## src/rtl/alu_seq_pkg.sv

```systemverilog
// ----------------------------------------------------------------------------
// alu_seq_pkg
// Shared types and constants for the alu_seq execute-stage ALU.
//   alu_op_t    : operation select, RV32I ALU ops followed by the eight RV32M ops
//   alu_state_t : result-handshake FSM states (IDLE, BUSY, DONE)
//   MULDIV_OPS  : one bit per alu_op_t code, set for the multiply/divide subset
//   is_muldiv() : looks an op up in MULDIV_OPS
// Codes 18..31 are left undefined and report as illegal.
// ----------------------------------------------------------------------------
package alu_seq_pkg;

    typedef enum logic [4:0] {
        OP_ADD    = 5'd0,
        OP_SUB    = 5'd1,
        OP_SLL    = 5'd2,
        OP_SLT    = 5'd3,
        OP_SLTU   = 5'd4,
        OP_XOR    = 5'd5,
        OP_SRL    = 5'd6,
        OP_SRA    = 5'd7,
        OP_OR     = 5'd8,
        OP_AND    = 5'd9,
        OP_MUL    = 5'd10,
        OP_MULH   = 5'd11,
        OP_MULHSU = 5'd12,
        OP_MULHU  = 5'd13,
        OP_DIV    = 5'd14,
        OP_DIVU   = 5'd15,
        OP_REM    = 5'd16,
        OP_REMU   = 5'd17
    } alu_op_t;

    typedef enum logic [1:0] {
        IDLE = 2'd0,
        BUSY = 2'd1,
        DONE = 2'd2
    } alu_state_t;

    // Bits 10..17 mark MUL..REMU.
    localparam logic [31:0] MULDIV_OPS = 32'h0003_FC00;

    function automatic logic is_muldiv(alu_op_t op);
        return MULDIV_OPS[op];
    endfunction

endpackage

```

## src/rtl/alu_muldiv.sv

```systemverilog
// ----------------------------------------------------------------------------
// alu_muldiv
// Iterative radix-2 RV32M multiply/divide unit. Only built into alu_seq when
// ALU_MULDIV_EN is defined.
//   clk, rst : clock, asynchronous active-low reset
//   start    : load op/a/b and begin; overrides any operation in progress
//   op       : one of MUL..REMU
//   a, b     : raw operands (dividend/divisor for divides)
//   busy     : an operation is iterating
//   done     : combinational, high in the final busy cycle; result valid then
//   result   : final value, meaningful only while done is high
// Operands are converted to magnitudes on entry and the sign is restored on
// exit, so both the shift-add multiplier and the restoring divider run
// unsigned. The last of the XLEN steps is not registered: it is computed
// combinationally in the done cycle so the caller can capture the result on
// the same edge that ends the busy period.
// ----------------------------------------------------------------------------
module alu_muldiv
    import alu_seq_pkg::*;
#(
    parameter int XLEN = 32
) (
    input  logic            clk,
    input  logic            rst,
    input  logic            start,
    input  alu_op_t         op,
    input  logic [XLEN-1:0] a,
    input  logic [XLEN-1:0] b,
    output logic            busy,
    output logic            done,
    output logic [XLEN-1:0] result
);

    localparam int SHW = $clog2(XLEN);

    logic                busy_q;
    logic [SHW-1:0]      cnt_q;
    alu_op_t             op_q;
    logic [XLEN-1:0]     mag_a_q;
    logic [XLEN-1:0]     mag_b_q;
    logic [XLEN-1:0]     a_raw_q;
    logic                neg_q;
    logic                neg_rem_q;
    logic                b_zero_q;
    logic [2*XLEN-1:0]   prod_q;
    logic [XLEN-1:0]     rem_q;
    logic [XLEN-1:0]     quo_q;

    logic                sign_a;
    logic                sign_b;
    logic [XLEN-1:0]     mag_a;
    logic [XLEN-1:0]     mag_b;
    logic                last;

    logic [XLEN:0]       mul_sum;
    logic [2*XLEN-1:0]   prod_d;
    logic [XLEN:0]       div_shift;
    logic [XLEN-1:0]     rem_d;
    logic [XLEN-1:0]     quo_d;
    logic [2*XLEN-1:0]   prod_fix;
    logic [XLEN-1:0]     quo_fix;
    logic [XLEN-1:0]     rem_fix;

    // Entry sign handling: which operands are treated as signed for this op.
    always_comb begin
        sign_a = a[XLEN-1] && (op == OP_MULH || op == OP_MULHSU ||
                               op == OP_DIV  || op == OP_REM);
        sign_b = b[XLEN-1] && (op == OP_MULH || op == OP_DIV || op == OP_REM);
        mag_a  = sign_a ? -a : a;
        mag_b  = sign_b ? -b : b;
    end

    assign last = (cnt_q == SHW'(XLEN - 1));
    assign busy = busy_q;
    assign done = busy_q && last;

    // One multiply step and one restoring-divide step from the current state.
    always_comb begin
        mul_sum   = {1'b0, prod_q[2*XLEN-1:XLEN]} + (prod_q[0] ? {1'b0, mag_a_q} : '0);
        prod_d    = {mul_sum, prod_q[XLEN-1:1]};
        div_shift = {rem_q, quo_q[XLEN-1]};
        if (div_shift >= {1'b0, mag_b_q}) begin
            rem_d = XLEN'(div_shift - {1'b0, mag_b_q});
            quo_d = {quo_q[XLEN-2:0], 1'b1};
        end else begin
            rem_d = div_shift[XLEN-1:0];
            quo_d = {quo_q[XLEN-2:0], 1'b0};
        end
    end

    // Exit sign fix-up plus the RISC-V divide-by-zero convention. Signed
    // overflow (MIN / -1) needs no special case: the magnitude quotient 2^(XLEN-1)
    // negates back to MIN and the remainder is 0.
    always_comb begin
        prod_fix = neg_q ? -prod_d : prod_d;
        quo_fix  = neg_q ? -quo_d : quo_d;
        rem_fix  = neg_rem_q ? -rem_d : rem_d;
        result   = '0;
        case (op_q)
            OP_MUL:                         result = prod_fix[XLEN-1:0];
            OP_MULH, OP_MULHSU, OP_MULHU:   result = prod_fix[2*XLEN-1:XLEN];
            OP_DIV, OP_DIVU:                result = b_zero_q ? '1 : quo_fix;
            OP_REM, OP_REMU:                result = b_zero_q ? a_raw_q : rem_fix;
            default:                        result = '0;
        endcase
    end

    // Operand load on start, then one registered step per busy cycle.
    always_ff @(posedge clk or negedge rst) begin
        if (!rst) begin
            busy_q    <= 1'b0;
            cnt_q     <= '0;
            op_q      <= OP_MUL;
            mag_a_q   <= '0;
            mag_b_q   <= '0;
            a_raw_q   <= '0;
            neg_q     <= 1'b0;
            neg_rem_q <= 1'b0;
            b_zero_q  <= 1'b0;
            prod_q    <= '0;
            rem_q     <= '0;
            quo_q     <= '0;
        end else if (start) begin
            busy_q    <= 1'b1;
            cnt_q     <= '0;
            op_q      <= op;
            mag_a_q   <= mag_a;
            mag_b_q   <= mag_b;
            a_raw_q   <= a;
            neg_q     <= sign_a ^ sign_b;
            neg_rem_q <= sign_a;
            b_zero_q  <= (b == '0);
            prod_q    <= {{XLEN{1'b0}}, mag_b};
            rem_q     <= '0;
            quo_q     <= mag_a;
        end else if (busy_q) begin
            prod_q <= prod_d;
            rem_q  <= rem_d;
            quo_q  <= quo_d;
            cnt_q  <= cnt_q + SHW'(1);
            if (last) begin
                busy_q <= 1'b0;
            end
        end
    end

endmodule

```

## src/rtl/alu_seq.sv

```systemverilog
// ----------------------------------------------------------------------------
// alu_seq
// Execute-stage integer ALU with valid/ready handshakes on both sides and a
// registered result. Full RV32I ALU op set; every op except SUB may take its
// second operand from imm_i.
// Optional feature macro: ALU_MULDIV_EN -- when defined, the RV32M ops run on
// the iterative alu_muldiv unit (XLEN+1 cycle latency); otherwise they finish
// in one cycle with rd_data=0 and illegal=1.
//   clk, rst           : clock, asynchronous active-low reset
//   flush              : drop whatever is in flight, return to IDLE
//   in_valid/in_ready  : op acceptance handshake
//   alu_op, is_imm     : operation and operand-B select
//   rs1_data, rs2_data : register operands
//   imm_i              : sign-extended immediate
//   out_valid/out_ready: result handshake
//   rd_data, illegal   : registered result and its qualifier
// XLEN must be a power of two and at least 8.
// ----------------------------------------------------------------------------
module alu_seq
    import alu_seq_pkg::*;
#(
    parameter int XLEN = 32
) (
    input  logic            clk,
    input  logic            rst,
    input  logic            flush,
    input  logic            in_valid,
    output logic            in_ready,
    input  alu_op_t         alu_op,
    input  logic            is_imm,
    input  logic [XLEN-1:0] rs1_data,
    input  logic [XLEN-1:0] rs2_data,
    input  logic [XLEN-1:0] imm_i,
    output logic            out_valid,
    input  logic            out_ready,
    output logic [XLEN-1:0] rd_data,
    output logic            illegal
);

    localparam int SHW = $clog2(XLEN);

    alu_state_t      state_q, state_d;
    logic [XLEN-1:0] rd_q, rd_d;
    logic            ill_q, ill_d;
    logic            accept;

    logic [XLEN-1:0] op_b;
    logic [SHW-1:0]  shamt;
    logic [XLEN-1:0] sc_result;
    logic            sc_illegal;

`ifdef ALU_MULDIV_EN
    logic            md_start;
    logic            md_busy;
    logic            md_done;
    logic [XLEN-1:0] md_result;

    alu_muldiv #(
        .XLEN (XLEN)
    ) u_muldiv (
        .clk    (clk),
        .rst    (rst),
        .start  (md_start),
        .op     (alu_op),
        .a      (rs1_data),
        .b      (op_b),
        .busy   (md_busy),
        .done   (md_done),
        .result (md_result)
    );
`endif

    // A consumed result frees the register in the same cycle, which is what
    // allows one single-cycle op per clock. A flush blocks acceptance.
    assign in_ready  = !flush && ((state_q == IDLE) || (state_q == DONE && out_ready));
    assign accept    = in_valid && in_ready;
    assign out_valid = (state_q == DONE);
    assign rd_data   = rd_q;
    assign illegal   = ill_q;

    // Single-cycle datapath. SUB always subtracts rs2_data.
    always_comb begin
        op_b       = is_imm ? imm_i : rs2_data;
        shamt      = op_b[SHW-1:0];
        sc_result  = '0;
        sc_illegal = 1'b0;
        case (alu_op)
            OP_ADD:  sc_result = rs1_data + op_b;
            OP_SUB:  sc_result = rs1_data - rs2_data;
            OP_SLL:  sc_result = rs1_data << shamt;
            OP_SLT:  sc_result = {{(XLEN-1){1'b0}}, ($signed(rs1_data) < $signed(op_b))};
            OP_SLTU: sc_result = {{(XLEN-1){1'b0}}, (rs1_data < op_b)};
            OP_XOR:  sc_result = rs1_data ^ op_b;
            OP_SRL:  sc_result = rs1_data >> shamt;
            OP_SRA:  sc_result = $unsigned($signed(rs1_data) >>> shamt);
            OP_OR:   sc_result = rs1_data | op_b;
            OP_AND:  sc_result = rs1_data & op_b;
            default: sc_illegal = 1'b1;
        endcase
    end

    // Next-state and result-register update. Flush wins over everything.
    always_comb begin
        state_d = state_q;
        rd_d    = rd_q;
        ill_d   = ill_q;
`ifdef ALU_MULDIV_EN
        md_start = 1'b0;
`endif
        if (flush) begin
            state_d = IDLE;
        end else begin
            case (state_q)
                IDLE, DONE: begin
                    if (state_q == DONE && out_ready) begin
                        state_d = IDLE;
                    end
                    if (accept) begin
`ifdef ALU_MULDIV_EN
                        if (is_muldiv(alu_op)) begin
                            state_d  = BUSY;
                            md_start = 1'b1;
                        end else begin
                            state_d = DONE;
                            rd_d    = sc_result;
                            ill_d   = sc_illegal;
                        end
`else
                        state_d = DONE;
                        rd_d    = sc_result;
                        ill_d   = sc_illegal;
`endif
                    end
                end
                BUSY: begin
`ifdef ALU_MULDIV_EN
                    if (md_busy && md_done) begin
                        state_d = DONE;
                        rd_d    = md_result;
                        ill_d   = 1'b0;
                    end
`else
                    state_d = IDLE;
`endif
                end
                default: state_d = IDLE;
            endcase
        end
    end

    // State and result registers.
    always_ff @(posedge clk or negedge rst) begin
        if (!rst) begin
            state_q <= IDLE;
            rd_q    <= '0;
            ill_q   <= 1'b0;
        end else begin
            state_q <= state_d;
            rd_q    <= rd_d;
            ill_q   <= ill_d;
        end
    end

endmodule

```

## config.mk

```make
export PLATFORM = sky130hd
export DESIGN_NAME = alu_seq
export DESIGN_NICKNAME = d
export VERILOG_FILES = /design/src/rtl/alu_seq_pkg.sv /design/src/rtl/alu_muldiv.sv /design/src/rtl/alu_seq.sv
export SDC_FILE = /design/constraint.sdc
export NUM_CORES = 1
export LEC_CHECK = 0
export ABC_CLOCK_PERIOD_IN_PS = 5250
export BUFFER_PORTS_ARGS = -buffer_cell sky130_fd_sc_hd__buf_2
export CORE_MARGIN = 2
export CORE_UTILIZATION = 28
export CTS_CLUSTER_SIZE = 40
export DETAILED_ROUTE_END_ITERATION = 10
export PLACE_DENSITY_LB_ADDON = 0.15
export SETUP_SLACK_MARGIN = 0.2
export SYNTH_ARGS = -nofsm -noshare
export SYNTH_HDL_FRONTEND = slang
export SYNTH_SLANG_ARGS = --single-unit
```

## constraint.sdc

```tcl
create_clock -name clk -period 5.25 [get_ports clk]
set_input_delay 1.05 -clock clk [delete_from_list [all_inputs] [get_ports clk]]
set_output_delay 1.05 -clock clk [all_outputs]
set_load 0.05 [all_outputs]
```

==> reports/metrics.cfg <==
[outcome]
status = finished, final reports clean

[critical_path]
ff2ff_setup_slack_ns = 2.84
required_ns = 5.46
end_kind = register
worstPathArrival_ns = 5.08
rr_endpoint = rd_data[28]$_DFFE_PN0P_
start_kind = primary input
crit_type = primary input to register
cp_max_fo = 13
rr_startpoint = state_q[1]$_DFFE_PN0P_
reg2reg_depth = 8

[hold_path]
holdCritStartpoint = rd_data[7]$_DFFE_PN0P_
hp-class = register to register
min_path_cells = 1
holdPathEnd = rd_data[7]$_DFFE_PN0P_

[cts]
postCtsHoldBufs = 0
cts_sinks = 34
clock_latency_ns = 0.30
cts_repair_resize_count = 0
clk_pin_slew_ns = 0.06
clockBufferDepth = 2
tritoncts = done
cts_setup_buffers = 0
cts-root-buf = clkbuf_16
cts_max_level = 2
cts_buffers = 5

[power_and_ir_drop]
p_seq_share_pct = 12.9
combPwrFrac_pct = 70.8
p_int_w = 0.001054
power_switching_w = 0.001130
p_per_area_nw_per_um2 = 160.6
peakVddDrop_uv = 140.9
switching_share_pct = 51.75
total_power_w = 0.002183
power_leakage_nw = 6.320
power_frac_clock_pct = 16.2

[placed_design]
pre_cts_slack_ns = 0.02717
dp.cells = 2237
gp_congestion = 1.018
dp_hpwl_mm = 47.09
io_buffers = 141

[sta]
finalHoldViolations = 0
layout_min_cycle_time_ns = 4.868
timing.fmax_mhz = 205.4
rsz0062_at_grt = yes
tns_ns = 0
setup_viol = 0
clock_skew_ns = 0.006425
final_max_slew_viol_count = 0
worstMarginPinSlew_ns = 1.174
period_share_pct = 92.72
fin_hold_ws_ns = 0.4759
timing.final.ws_setup_ns = 0.3823
relSlewSlack_pct = 21.06

[layout]
drive_gt1_share_pct = 21.07
nets = 1979
area_growth_pct = 18.69
final_cells = 2247

[global_route]
grt_pass1_vias = 12615
antenna_found_initial = 2
grt.overflow.total = 0
grt_pass1_wl_mm = 86.17
grt_use_total_pct = 27.53
grt_max_degree = 66

[synth]
synth_top_area_share_pct = 17.37
syn_nets = 1808
synth.largest_area_cell = ha_1
synth_seq_cells = 34
ys_top_cells_by_area = ha_1, mux2i_1, dfrtp_1
syn_area_per_cell_um2 = 7.434
ys.flop_type = dfrtp_1
ys_warn_count = 0
synthCells = 1541
synth_edf_count = 0
ys_types = 92
synth_area_um2 = 11460
async_flop_share_pct = 100.0
yosysSeqAreaShare_pct = 7.427

[routing]
num_vias = 13255
antenna_left = 0
drtIter0Drc = 1332
drc = 0
via_per_inst = 5.899
wl_per_cell_um = 26.46
wl_mm = 59.46
first_pass_iters = 5

[floorplan]
die_area_um2 = 42550
io-pin-count = 142
die_h_um = 206.3
num_rows = 74
die_x_um = 206.3
start_util_pct = 28.18
core-area_um2 = 40650

[job]
maxCapViolCount = 0

-- final cells by class --
type | instances | area [µm²]
tap | 532 | 665.6
clock buffer | 8 | 166.4
timing repair buffer | 272 | 1742
sequential | 34 | 850.8
inverter | 81 | 309.0
multi-input combinational | 1318 | 9858
antenna | 2 | 5.005
fill | 4440 | 27050
-- power groups by stage --
stage	combinational, W	clock (W)	sequential, W
final	0.00155	0.000355	0.000283
after global routing	0.00165	0.000371	0.000284
after CTS	0.00150	0.000362	0.000283
after detailed placement	0.00149	0	0.000288
after global placement	0.00149	0	0.000288
after floorplan	0.000873	0	0.000326
-- critical path: stages --
cell	delay, ns
buf_4	0.22
buf_12	0.17
mux2i_4	0.30
ha_4	0.21
nor3b_4	0.24
nand2_2	0.12
or3_1	0.35
a31o_2	0.26
ha_1	0.29
buf_4	0.17
inv_1	0.08
o21ai_0	0.09
a21o_1	0.18
a21o_1	0.16
a21oi_1	0.25
o31ai_4	0.16
buf_4	0.16
xor2_1	0.38
a22oi_1	0.12
o21ai_0	0.10
-- cell usage in the layout, fill, tap and decap left out, drive strengths merged, types with 34 or more instances in the layout --
cell type    n
buf        272
a21oi      127
o21ai      104
nand2      149
nor2       169
inv         80
mux2i      115
nor3        41
ha         159
dfrtp       34
xnor2       37
-- metal layers --
layer,vias up,global-route usage [%],wire [µm]
met2,611,42.80,26030
met5,-,0,13
met4,2,8.878,1995
met1,6500,39.25,26780
li1,6049,-,-
met3,93,3.437,4642
-- registers in the layout, summed over array words and instances (netlist names) --
signal	cells
state_q	1
illegal	1
rd_data	32
-- synthesized netlist by cell type, types with 8 or more instances --
master	instances
o22ai_1	15
xor2_1	9
nor4_1	12
buf_1	9
inv_1	75
nand2_1	149
a221oi_1	18
a21o_1	20
o211ai_1	22
nand4_1	12
nand2b_1	8
ha_1	159
dfrtp_1	34
o21ai_0	95
a21oi_1	126
nor2_1	168
nand3_1	31
xnor2_1	37
buf_2	29
o21ai_1	8
mux2i_1	109
buf_6	12
nor2b_1	9
and3_1	16
a211oi_1	24
nor3_1	41
a22oi_1	19
a31oi_1	20
clkbuf_1	53
mux4_2	28
o221ai_1	11
nor3b_1	10
-- through the flow --
step                util [%]  cell area [µm²]
finish                 33.45            13600
global route           33.44            13590
CTS                    33.30            13530
detailed placement     32.89            13370
global placement       32.89            13370
floorplan                  -            11520
-- cells by family after synthesis --
logic type / after synthesis / synth area share [%]
AOI/OAI and AO/OA: 470 / 26.97
xor gates and xnor gates: 46 / 3.517
adders and majority gates: 160 / 17.54
buffers and inverters: 189 / 7.503
DFF: 34 / 7.427
muxes: 152 / 17.46
and+or+nand+nor: 490 / 19.58
-- worst max path at each step --
stage                          from                       to  slack, ns  depth (start not counted)
after floorplan              is_imm  rd_data[25]$_DFFE_PN0P_       0.21                         20
after CTS                    is_imm  rd_data[21]$_DFFE_PN0P_       0.34                         18
after global placement       is_imm  rd_data[21]$_DFFE_PN0P_       0.07                         18
after detailed placement     is_imm  rd_data[21]$_DFFE_PN0P_       0.03                         18
after global routing      alu_op[1]  rd_data[26]$_DFFE_PN0P_       0.18                         17
final                        is_imm  rd_data[18]$_DFFE_PN0P_       0.38                         20
Power figures use the tool's default switching activity.
